==> src/rtl/hog_pixel_ingress.sv <==
// Beat-to-pixel serializer at the front of the HOG pipeline. It tags each pixel with
// its column, row and frame boundaries. Define HOG_INGRESS_STATS_EN to add the frame and stall counters.
module hog_pixel_ingress #(
  parameter int DATA_WIDTH   = 8,
  parameter int IMAGE_WIDTH  = 640,
  parameter int IMAGE_HEIGHT = 480,
  parameter int NUM_LANES    = 4
) (
  input  logic                              clk,
  input  logic                              rst,
  input  logic                              in_valid,
  output logic                              in_ready,
  input  logic [DATA_WIDTH*NUM_LANES-1:0]   in_pixels,
  output logic                              out_valid,
  input  logic                              out_ready,
  output logic [DATA_WIDTH-1:0]             out_pixel,
  output logic                              out_sof,
  output logic                              out_eol,
  output logic                              out_eof,
  output logic [$clog2(IMAGE_WIDTH)-1:0]    col,
  output logic [$clog2(IMAGE_HEIGHT)-1:0]   row,
  output logic                              frame_done
`ifdef HOG_INGRESS_STATS_EN
  ,
  output logic [15:0]                       frame_count,
  output logic [15:0]                       stall_count
`endif
);

  localparam int CW = $clog2(IMAGE_WIDTH);
  localparam int RW = $clog2(IMAGE_HEIGHT);
  localparam int LW = (NUM_LANES > 1) ? $clog2(NUM_LANES) : 1;
  localparam logic [LW-1:0] LAST_LANE = LW'(NUM_LANES - 1);
  localparam logic [CW-1:0] LAST_COL  = CW'(IMAGE_WIDTH - 1);
  localparam logic [RW-1:0] LAST_ROW  = RW'(IMAGE_HEIGHT - 1);

  typedef enum logic {EMPTY, DRAIN} state_t;

  state_t                         state, state_next;
  logic [LW-1:0]                  idx, idx_next;
  logic [DATA_WIDTH*NUM_LANES-1:0] beat;
  logic                           capture;
  logic                           last_lane;
  logic                           out_hs;

  assign last_lane = (idx == LAST_LANE);
  assign out_valid = (state == DRAIN);
  assign out_hs    = out_valid && out_ready;

  // The next beat is taken in the same cycle the last lane leaves, so beats
  // chain back-to-back without a bubble.
  assign in_ready = !rst && ((state == EMPTY) || (last_lane && out_ready));

  // NOTE: every signal driven here gets a default first, so no path leaves it
  // unassigned and no latch is inferred.
  always_comb begin
    state_next = state;
    idx_next   = idx;
    capture    = 1'b0;
    case (state)
      EMPTY: begin
        if (in_valid && in_ready) begin
          capture    = 1'b1;
          idx_next   = '0;
          state_next = DRAIN;
        end
      end
      DRAIN: begin
        if (out_ready) begin
          if (last_lane) begin
            idx_next = '0;
            if (in_valid) capture = 1'b1;
            else          state_next = EMPTY;
          end else begin
            idx_next = idx + 1'b1;
          end
        end
      end
      default: state_next = EMPTY;
    endcase
  end

  always_comb begin
    out_pixel = '0;
    for (int k = 0; k < NUM_LANES; k++)
      if (idx == LW'(k)) out_pixel = beat[k*DATA_WIDTH +: DATA_WIDTH];
  end

  assign out_sof = out_valid && (col == '0) && (row == '0);
  assign out_eol = out_valid && (col == LAST_COL);
  assign out_eof = out_eol && (row == LAST_ROW);

  // NOTE: state updates use non-blocking assignments so every register samples
  // the pre-edge values. The held beat is also cleared on reset, so a beat
  // discarded by reset never reappears on out_pixel.
  always_ff @(posedge clk) begin
    if (rst) begin
      state      <= EMPTY;
      idx        <= '0;
      beat       <= '0;
      col        <= '0;
      row        <= '0;
      frame_done <= 1'b0;
    end else begin
      state      <= state_next;
      idx        <= idx_next;
      frame_done <= out_hs && out_eof;
      if (capture) beat <= in_pixels;
      if (out_hs) begin
        if (col == LAST_COL) begin
          col <= '0;
          row <= (row == LAST_ROW) ? '0 : row + 1'b1;
        end else begin
          col <= col + 1'b1;
        end
      end
    end
  end

`ifdef HOG_INGRESS_STATS_EN
  // The stall count covers one frame. It restarts when the frame_done pulse is seen.
  always_ff @(posedge clk) begin
    if (rst) begin
      frame_count <= '0;
      stall_count <= '0;
    end else if (frame_done) begin
      frame_count <= frame_count + 16'd1;
      stall_count <= '0;
    end else if (out_valid && !out_ready && stall_count != 16'hFFFF) begin
      stall_count <= stall_count + 16'd1;
    end
  end
`endif

endmodule
==> config.mk <==
export PLATFORM = sky130hd
export DESIGN_NAME = hog_pixel_ingress
export DESIGN_NICKNAME = d
export VERILOG_FILES = /design/src/rtl/hog_pixel_ingress.sv
export SDC_FILE = /design/constraint.sdc
export NUM_CORES = 1
export LEC_CHECK = 0
export ABC_AREA = 1
export BUFFER_PORTS_ARGS = -buffer_cell sky130_fd_sc_hd__buf_2
export CORE_MARGIN = 2
export CORE_UTILIZATION = 42
export DETAILED_ROUTE_END_ITERATION = 6
export PLACE_DENSITY = 0.65
export SETUP_SLACK_MARGIN = 0.3
export SLEW_MARGIN = 40
export SYNTH_ARGS = -nofsm -noshare
export SYNTH_HDL_FRONTEND = slang
export SYNTH_SLANG_ARGS = --single-unit
export TNS_END_PERCENT = 10
==> constraint.sdc <==
create_clock -name clk -period 2.93 [get_ports clk]
set_input_delay 0.293 -clock clk [delete_from_list [all_inputs] [get_ports clk]]
set_output_delay 0.293 -clock clk [all_outputs]
set_load 0.02 [all_outputs]
==> results.json, run 1 <==
{
  "endpoint_kind": "output port",
  "stdcell_area_mm2": 0.00320,
  "routabilityCongestion": 0.885,
  "worstMarginPinSlew_ns": 0.628,
  "clk_latency_ns": 0.31,
  "cts_sinks": 55,
  "drtIter0Drc": 155,
  "first_pass_iters": 4,
  "relSlewSlack": 0.581,
  "area_delta_synth_final_pct": 16.5,
  "required_ns": 2.64,
  "synthesis.nets": 440,
  "yosysWarnings": 0,
  "die_w_um": 84.9,
  "power_density_mw_per_mm2": 470,
  "drc_errors": 0,
  "ir_drop_uv": 231,
  "dp.cells": 527,
  "p_total_mw": 1.50,
  "post_cts_buffers": 0,
  "hold_path_depth": 3,
  "hold_class": "primary input to register",
  "root_buffer": "clkbuf_8",
  "nets": 501,
  "grt_busiest_layer": "met2",
  "maxCapViolCount": 0,
  "synth_seq_area_share": 0.401,
  "cts.clk_slew.worst_paths_ns": 0.10,
  "skew_ns": 0.00924,
  "fp.coreArea_mm2": 0.00635,
  "clockBufferDepth": 2,
  "period_share": 0.753,
  "finalCriticalPeriod_ns": 2.21,
  "p_leak_nw": 1.54,
  "dieArea_mm2": 0.00721,
  "num_rows": 29,
  "cts_hold_buf": 0,
  "setup_slack_ns": 0.724,
  "grt.total_usage": 0.194,
  "grt_use_met3": 0.0428,
  "drive_above_1_share": 0.210,
  "viasPerCell": 4.99,
  "finalSetupViolCount": 0,
  "grtUsageMet1": 0.276,
  "synth_cell_types": 32,
  "cts_made_buffers": 5,
  "max_freq_mhz": 453,
  "drv_slew": 0,
  "reg2regPathDepth": 7,
  "vias": 2669,
  "outcome": "finished, final reports clean",
  "cts_resized": 0,
  "wire_per_inst_um": 12.4,
  "report.final.hold_viol_count": 0,
  "crit_arrival_ns": 1.91,
  "path_class": "register to output port",
  "antenna_found_initial": 0,
  "diodes": 0,
  "grt_start_max_net_pins": 46,
  "grt_first_pass_wirelength_um": 11400,
  "routed_wl_um": 6650,
  "start_kind": "register",
  "rsz0062_at_grt": "false",
  "initial_utilization": 0.433,
  "htreeDepth": 2,
  "grt_pass1_vias": 2490,
  "critPathMaxFanout": 10,
  "ys_ff_latch": 55,
  "synthCells": 396,
  "gr-total-overflow": 0,
  "placed_area_mm2": 0.00310,
  "detail-route-antenna-nets": 0,
  "die_h_um": 84.9,
  "finalSetupTns_ns": 0,
  "io_pins": 69,
  "rrSetupSlack_ns": 0.91,
  "cts_tree": "yes",
  "place_ws_ns": 0.920,
  "reg2reg_to": "beat[23]",
  "setup.worst_path.start": "idx[0]",
  "place_hpwl_um": 5020,
  "avgSynthCellArea_um2": 6.94,
  "layout_commonest_cell": "nor2_1",
  "crit_path_end": "out_pixel[1]",
  "met2_usage": 0.293,
  "rr_startpoint": "idx[0]",
  "mostFrequentLayoutCells": "nor2_1 (89), nand2_1 (68), buf_2 (68)",
  "fin_cells": 535,
  "port_buffers": 68,
  "synthesis.area_mm2": 0.00275
}
[area by class of cell]
cell class	count	area, µm²
Timing Repair Buffer	69	348
Inverter	42	160
Fill cell	670	3150
Multi-Input combinational cell	284	1400
Clock buffer	8	100
Tap cell	77	96.3
Sequential cell	55	1100
[synthesized netlist by cell type]
| library cell | count | share of area |
|---|---|---|
| clkbuf_1 | 6 | 0.0082 |
| buf_2 | 3 | 0.0055 |
| nand2_4 | 1 | 0.0041 |
| a211oi_1 | 1 | 0.0027 |
| nor2_4 | 3 | 0.012 |
| nor4_1 | 1 | 0.0023 |
| o21ai_0 | 40 | 0.073 |
| a31oi_1 | 1 | 0.0023 |
| clkbuf_2 | 1 | 0.0018 |
| nor2_1 | 89 | 0.12 |
| inv_4 | 1 | 0.0023 |
| dfxtp_1 | 55 | 0.40 |
| ha_1 | 8 | 0.036 |
| nor3_2 | 3 | 0.011 |
| o211ai_1 | 7 | 0.019 |
| nand4_1 | 6 | 0.014 |
| xor2_1 | 3 | 0.0096 |
| inv_1 | 34 | 0.046 |
| clkinv_1 | 2 | 0.0027 |
| nor3_1 | 2 | 0.0036 |
| nand2_2 | 2 | 0.0046 |
| buf_1 | 1 | 0.0014 |
| o21ai_1 | 5 | 0.0091 |
| a21oi_1 | 20 | 0.036 |
| nand3_1 | 18 | 0.033 |
| nand3_4 | 1 | 0.0064 |
| nand3_2 | 2 | 0.0073 |
| nor2_2 | 2 | 0.0046 |
| buf_6 | 4 | 0.016 |
| inv_2 | 5 | 0.0068 |
| nand2_1 | 68 | 0.093 |
| o31ai_1 | 1 | 0.0027 |
[registers in the layout, indices dropped and copies added (netlist names)]
name        count
col            10
row             9
frame_done      1
idx             2
out_valid       1
beat           32
[critical path: stages (launching register included)]
cell      delay [ns]
dfxtp_1         0.40
ha_1            0.41
clkinv_1        0.36
o21ai_0         0.16
o21ai_0         0.11
buf_2           0.16
[per-stage QoR]
| stage | hold slack [ns] | util |
|---|---|---|
| floorplan | 0.419 | - |
| global placement | 0.467 | 0.488 |
| detailed placement | 0.476 | 0.488 |
| CTS | 0.212 | 0.504 |
| global route | 0.230 | 0.504 |
| finish | 0.230 | 0.504 |
[power breakdown]
group          switching [mW]  internal [mW]  total [mW]
Sequential             0.0273          0.788       0.815
Clock                   0.239          0.216       0.455
Combinational           0.148         0.0860       0.234
[cell families (layout without fill, tap and decap cells)]
logic type	count (synthesis)	count (layout)	share of synthesized area
xor+xnor	3	3	0.00956
compound gates	75	75	0.145
fa+ha+maj	8	8	0.0364
flops	55	55	0.401
simple gates	198	198	0.317
buf+inv	57	119	0.0915
[metal layers]
| metal | share of wire | up-vias |
|---|---|---|
| met5 | 0 | - |
| li1 | - | 1391 |
| met4 | 0.015 | 0 |
| met2 | 0.43 | 68 |
| met3 | 0.060 | 10 |
| met1 | 0.50 | 1200 |
[how the worst min path moves through the flow]
| stage | startpoint | end | slack, ns |
|---|---|---|---|
| 6_report | in_valid | out_valid | 0.23 |
| 2_1_floorplan | in_valid | out_valid | 0.42 |
| 5_1_grt | in_valid | out_valid | 0.23 |
| 4_1_cts | in_valid | out_valid | 0.21 |
| 3_5_place_dp | beat[17] | beat[17] | 0.48 |
| 3_3_place_gp | beat[25] | beat[25] | 0.47 |
(Power assumes the default switching activity.)
==> inputs of run 2 (changes only) <==
ABC_AREA = 0   (was 1)
PLACE_DENSITY = 0.66   (was 0.65)
clock period = 2.2 ns   (was 2.93 ns; I/O delays follow)
==> run 2 against run 1 <==
Net effect:
- clock power grew 54%
- clock skew grew 0.0011 ns
- register-to-register slack lost 0.51 ns
- synthesized cell count shrank 14%
- sequential share of layout area grew 0.13 points
- sequential cell count is the same
- cell area grew 1.1%
- wire length grew 2.3%
- critical path type unchanged
==> results.json, run 2 <==
{
  "outcome": "finished, final reports clean",
  "dieArea_mm2": 0.00686,
  "diodes": 0,
  "synth-edff-count": 0,
  "path_class": "register to output port",
  "endpoint_kind": "output port",
  "layout_commonest_cell": "nand2_1",
  "synth_seq_area_share": 0.422,
  "p_leak_nw": 1.30,
  "max_freq_mhz": 512,
  "wire_per_inst_um": 14.1,
  "clockBufferDepth": 2,
  "cp_slowest_cell": "or4_4",
  "synthTopCellsByCount": "nand2_1 (94), a21oi_1 (63), dfxtp_1 (55)",
  "routed_wl_um": 6800,
  "period_share": 0.889,
  "critPathMaxFanout": 4,
  "min_to": "beat[4]",
  "hold_start": "in_pixels[4]",
  "grt_first_pass_wirelength_um": 11400,
  "grt.total_usage": 0.197,
  "worstMarginPinSlew_ns": 0.605,
  "ys_ff_latch": 55,
  "crit_buf_inv": 1,
  "rr_startpoint": "col[1]",
  "hold_class": "primary input to register",
  "place_ws_ns": 0.250,
  "finalSetupTns_ns": 0,
  "reg_top3": "beat (32), col (10), row (9)",
  "required_ns": 1.98,
  "setup.worst_path.start": "row[0]",
  "gr-total-overflow": 0,
  "rrSetupSlack_ns": 0.40,
  "n_fill_cell": 594,
  "setup_slack_ns": 0.245,
  "report.final.hold_viol_count": 0,
  "finalCriticalPeriod_ns": 1.95,
  "mostFrequentLayoutCells": "nand2_1 (94), buf_2 (65), a21oi_1 (60)",
  "nets": 449,
  "port_buffers": 68,
  "wl_met1_um": 3190,
  "met3_length_um": 394,
  "initial_utilization": 0.438,
  "first_pass_iters": 5,
  "reg2reg_to": "row[5]",
  "htreeDepth": 2,
  "antenna_found_initial": 0,
  "critPathTopFamily": "simple AND/OR/NAND/NOR gates",
  "drv_slew": 0,
  "io_pins": 69,
  "whs_ns": 0.119,
  "ys_top_cells_by_area": "dfxtp_1 (42%), nand2_1 (14%), a21oi_1 (12%), ha_1 (3.8%), xor2_1 (2.7%)",
  "cts_hold_buf": 0,
  "num_rows": 28,
  "relSlewSlack": 0.597,
  "root_buffer": "clkbuf_8",
  "cts_tree": "yes",
  "drtIter0Drc": 214,
  "routabilityCongestion": 0.823,
  "yosys.cell_count.top_type": "nand2_1",
  "synthCells": 342,
  "worst_path_largest_cell_delay_ns": 0.55,
  "clk_latency_ns": 0.32,
  "reg2regPathDepth": 5,
  "synthesis.area_mm2": 0.00261,
  "async_flop_share": 0,
  "synth_flop_cell": "dfxtp_1",
  "synth_top_cell_by_area": "dfxtp_1",
  "vias": 2571,
  "ir_drop_uv": 319,
  "maxCapViolCount": 0,
  "die_w_um": 82.9,
  "grt_pass1_vias": 2339,
  "grt_start_max_net_pins": 58,
  "fp.coreArea_mm2": 0.00596,
  "place_hpwl_um": 4550,
  "detail-route-antenna-nets": 0,
  "hold_path_depth": 3,
  "start_kind": "register",
  "viasPerCell": 5.35,
  "synthesis.nets": 386,
  "drive_above_1_share": 0.276,
  "crit_arrival_ns": 1.73,
  "rsz0062_at_grt": "true",
  "die_h_um": 82.9,
  "avgSynthCellArea_um2": 7.64,
  "synth_cell_types": 35,
  "cts_made_buffers": 5,
  "power_density_mw_per_mm2": 596,
  "wl_met2_um": 3170,
  "cts_sinks": 55,
  "finalSetupViolCount": 0,
  "skew_ns": 0.0103,
  "routed.top_layer": "met4",
  "area_delta_synth_final_pct": 24.0,
  "worstPathCellList": "ha_4, nand2_1, or4_4, nor3_2, buf_4",
  "largest_register_ffs": 32,
  "cts.clk_slew.worst_paths_ns": 0.11,
  "regMostFlops": "beat",
  "yosys.area.top_type_share": 0.422,
  "drc_errors": 0,
  "yosysWarnings": 0
}
run 2: cell types whose count changed after synthesis, sizes merged, moves of 8 or more:
cell    previous run  this run
a21oi             20        63
nand2             71        94
inv               40         7
o21ai             45        13
nand3             21        10
nor2              94        13
clkbuf             7        15
nand3b             0         8
run 2: area by class of cell:
cell class | count | area (µm²) | area share
Clock buffer | 5 | 68.8 | 0.0213
Clock inverter | 3 | 47.5 | 0.0147
Inverter | 7 | 26.3 | 0.00812
Multi-Input combinational cell | 259 | 1460 | 0.452
Sequential cell | 55 | 1120 | 0.345
Tap cell | 75 | 93.8 | 0.0290
Timing Repair Buffer | 77 | 419 | 0.129
run 2: worst max path at each step:
stage | to | slack, ns | cells past startpoint
4_1_cts | out_pixel[3] | 0.22 | 7
3_3_place_gp | beat[9] | 0.20 | 5
3_5_place_dp | row[5] | 0.25 | 5
6_report | out_eof | 0.25 | 5
2_1_floorplan | out_pixel[5] | 0.33 | 7
5_1_grt | out_pixel[5] | 0.16 | 8
run 2: timing repair:
item | 4_1_cts | 5_1_grt
gates resized for setup | 18 | 19
setup buffers | 3 | 2
pin swaps | 3 | 2
endpoints found under the hold margin | 0 | 0
setup endpoints to repair | 13 | 15
run 2: cell families after synthesis:
| group | Yosys count | synth area share |
|---|---|---|
| and+or+nand+nor | 163 | 0.306 |
| AOI/OAI and AO/OA | 80 | 0.158 |
| DFF | 55 | 0.422 |
| buffers and inverters | 28 | 0.0494 |
| xor gates and xnor gates | 8 | 0.0268 |
| adders and majority gates | 8 | 0.0383 |
run 2: tightest hold or removal path: stages:
cell	delay [ns]
buf_2	0.10
nand2_1	0.04
a21oi_1	0.05
run 2: report_power, final:
part	switching (mW)	internal, mW	total [mW]	leakage (nW)
clock	0.353	0.346	0.699	0.0587
sequential	0.0195	1.02	1.04	0.451
combinational	0.115	0.0764	0.191	0.795
total	0.488	1.44	1.93	1.30
run 2: through the flow:
| stage | instance area [µm²] | power [mW] | util | cells |
|---|---|---|---|---|
| floorplan | 2620 | 1.17 | - | 342 |
| global placement | 2980 | 1.25 | 0.501 | 468 |
| CTS | 3180 | 1.93 | 0.534 | 479 |
| finish | 3240 | 1.93 | 0.543 | 481 |
| detailed placement | 2980 | 1.25 | 0.501 | 468 |
| global route | 3240 | 2.02 | 0.543 | 481 |
run 2: per-layer routing:
layer  vias up  GRT usage
li1       1297          -
met5         -          0
met3         7     0.0408
met2        78      0.313
met1      1189      0.278
met4         0     0.0402
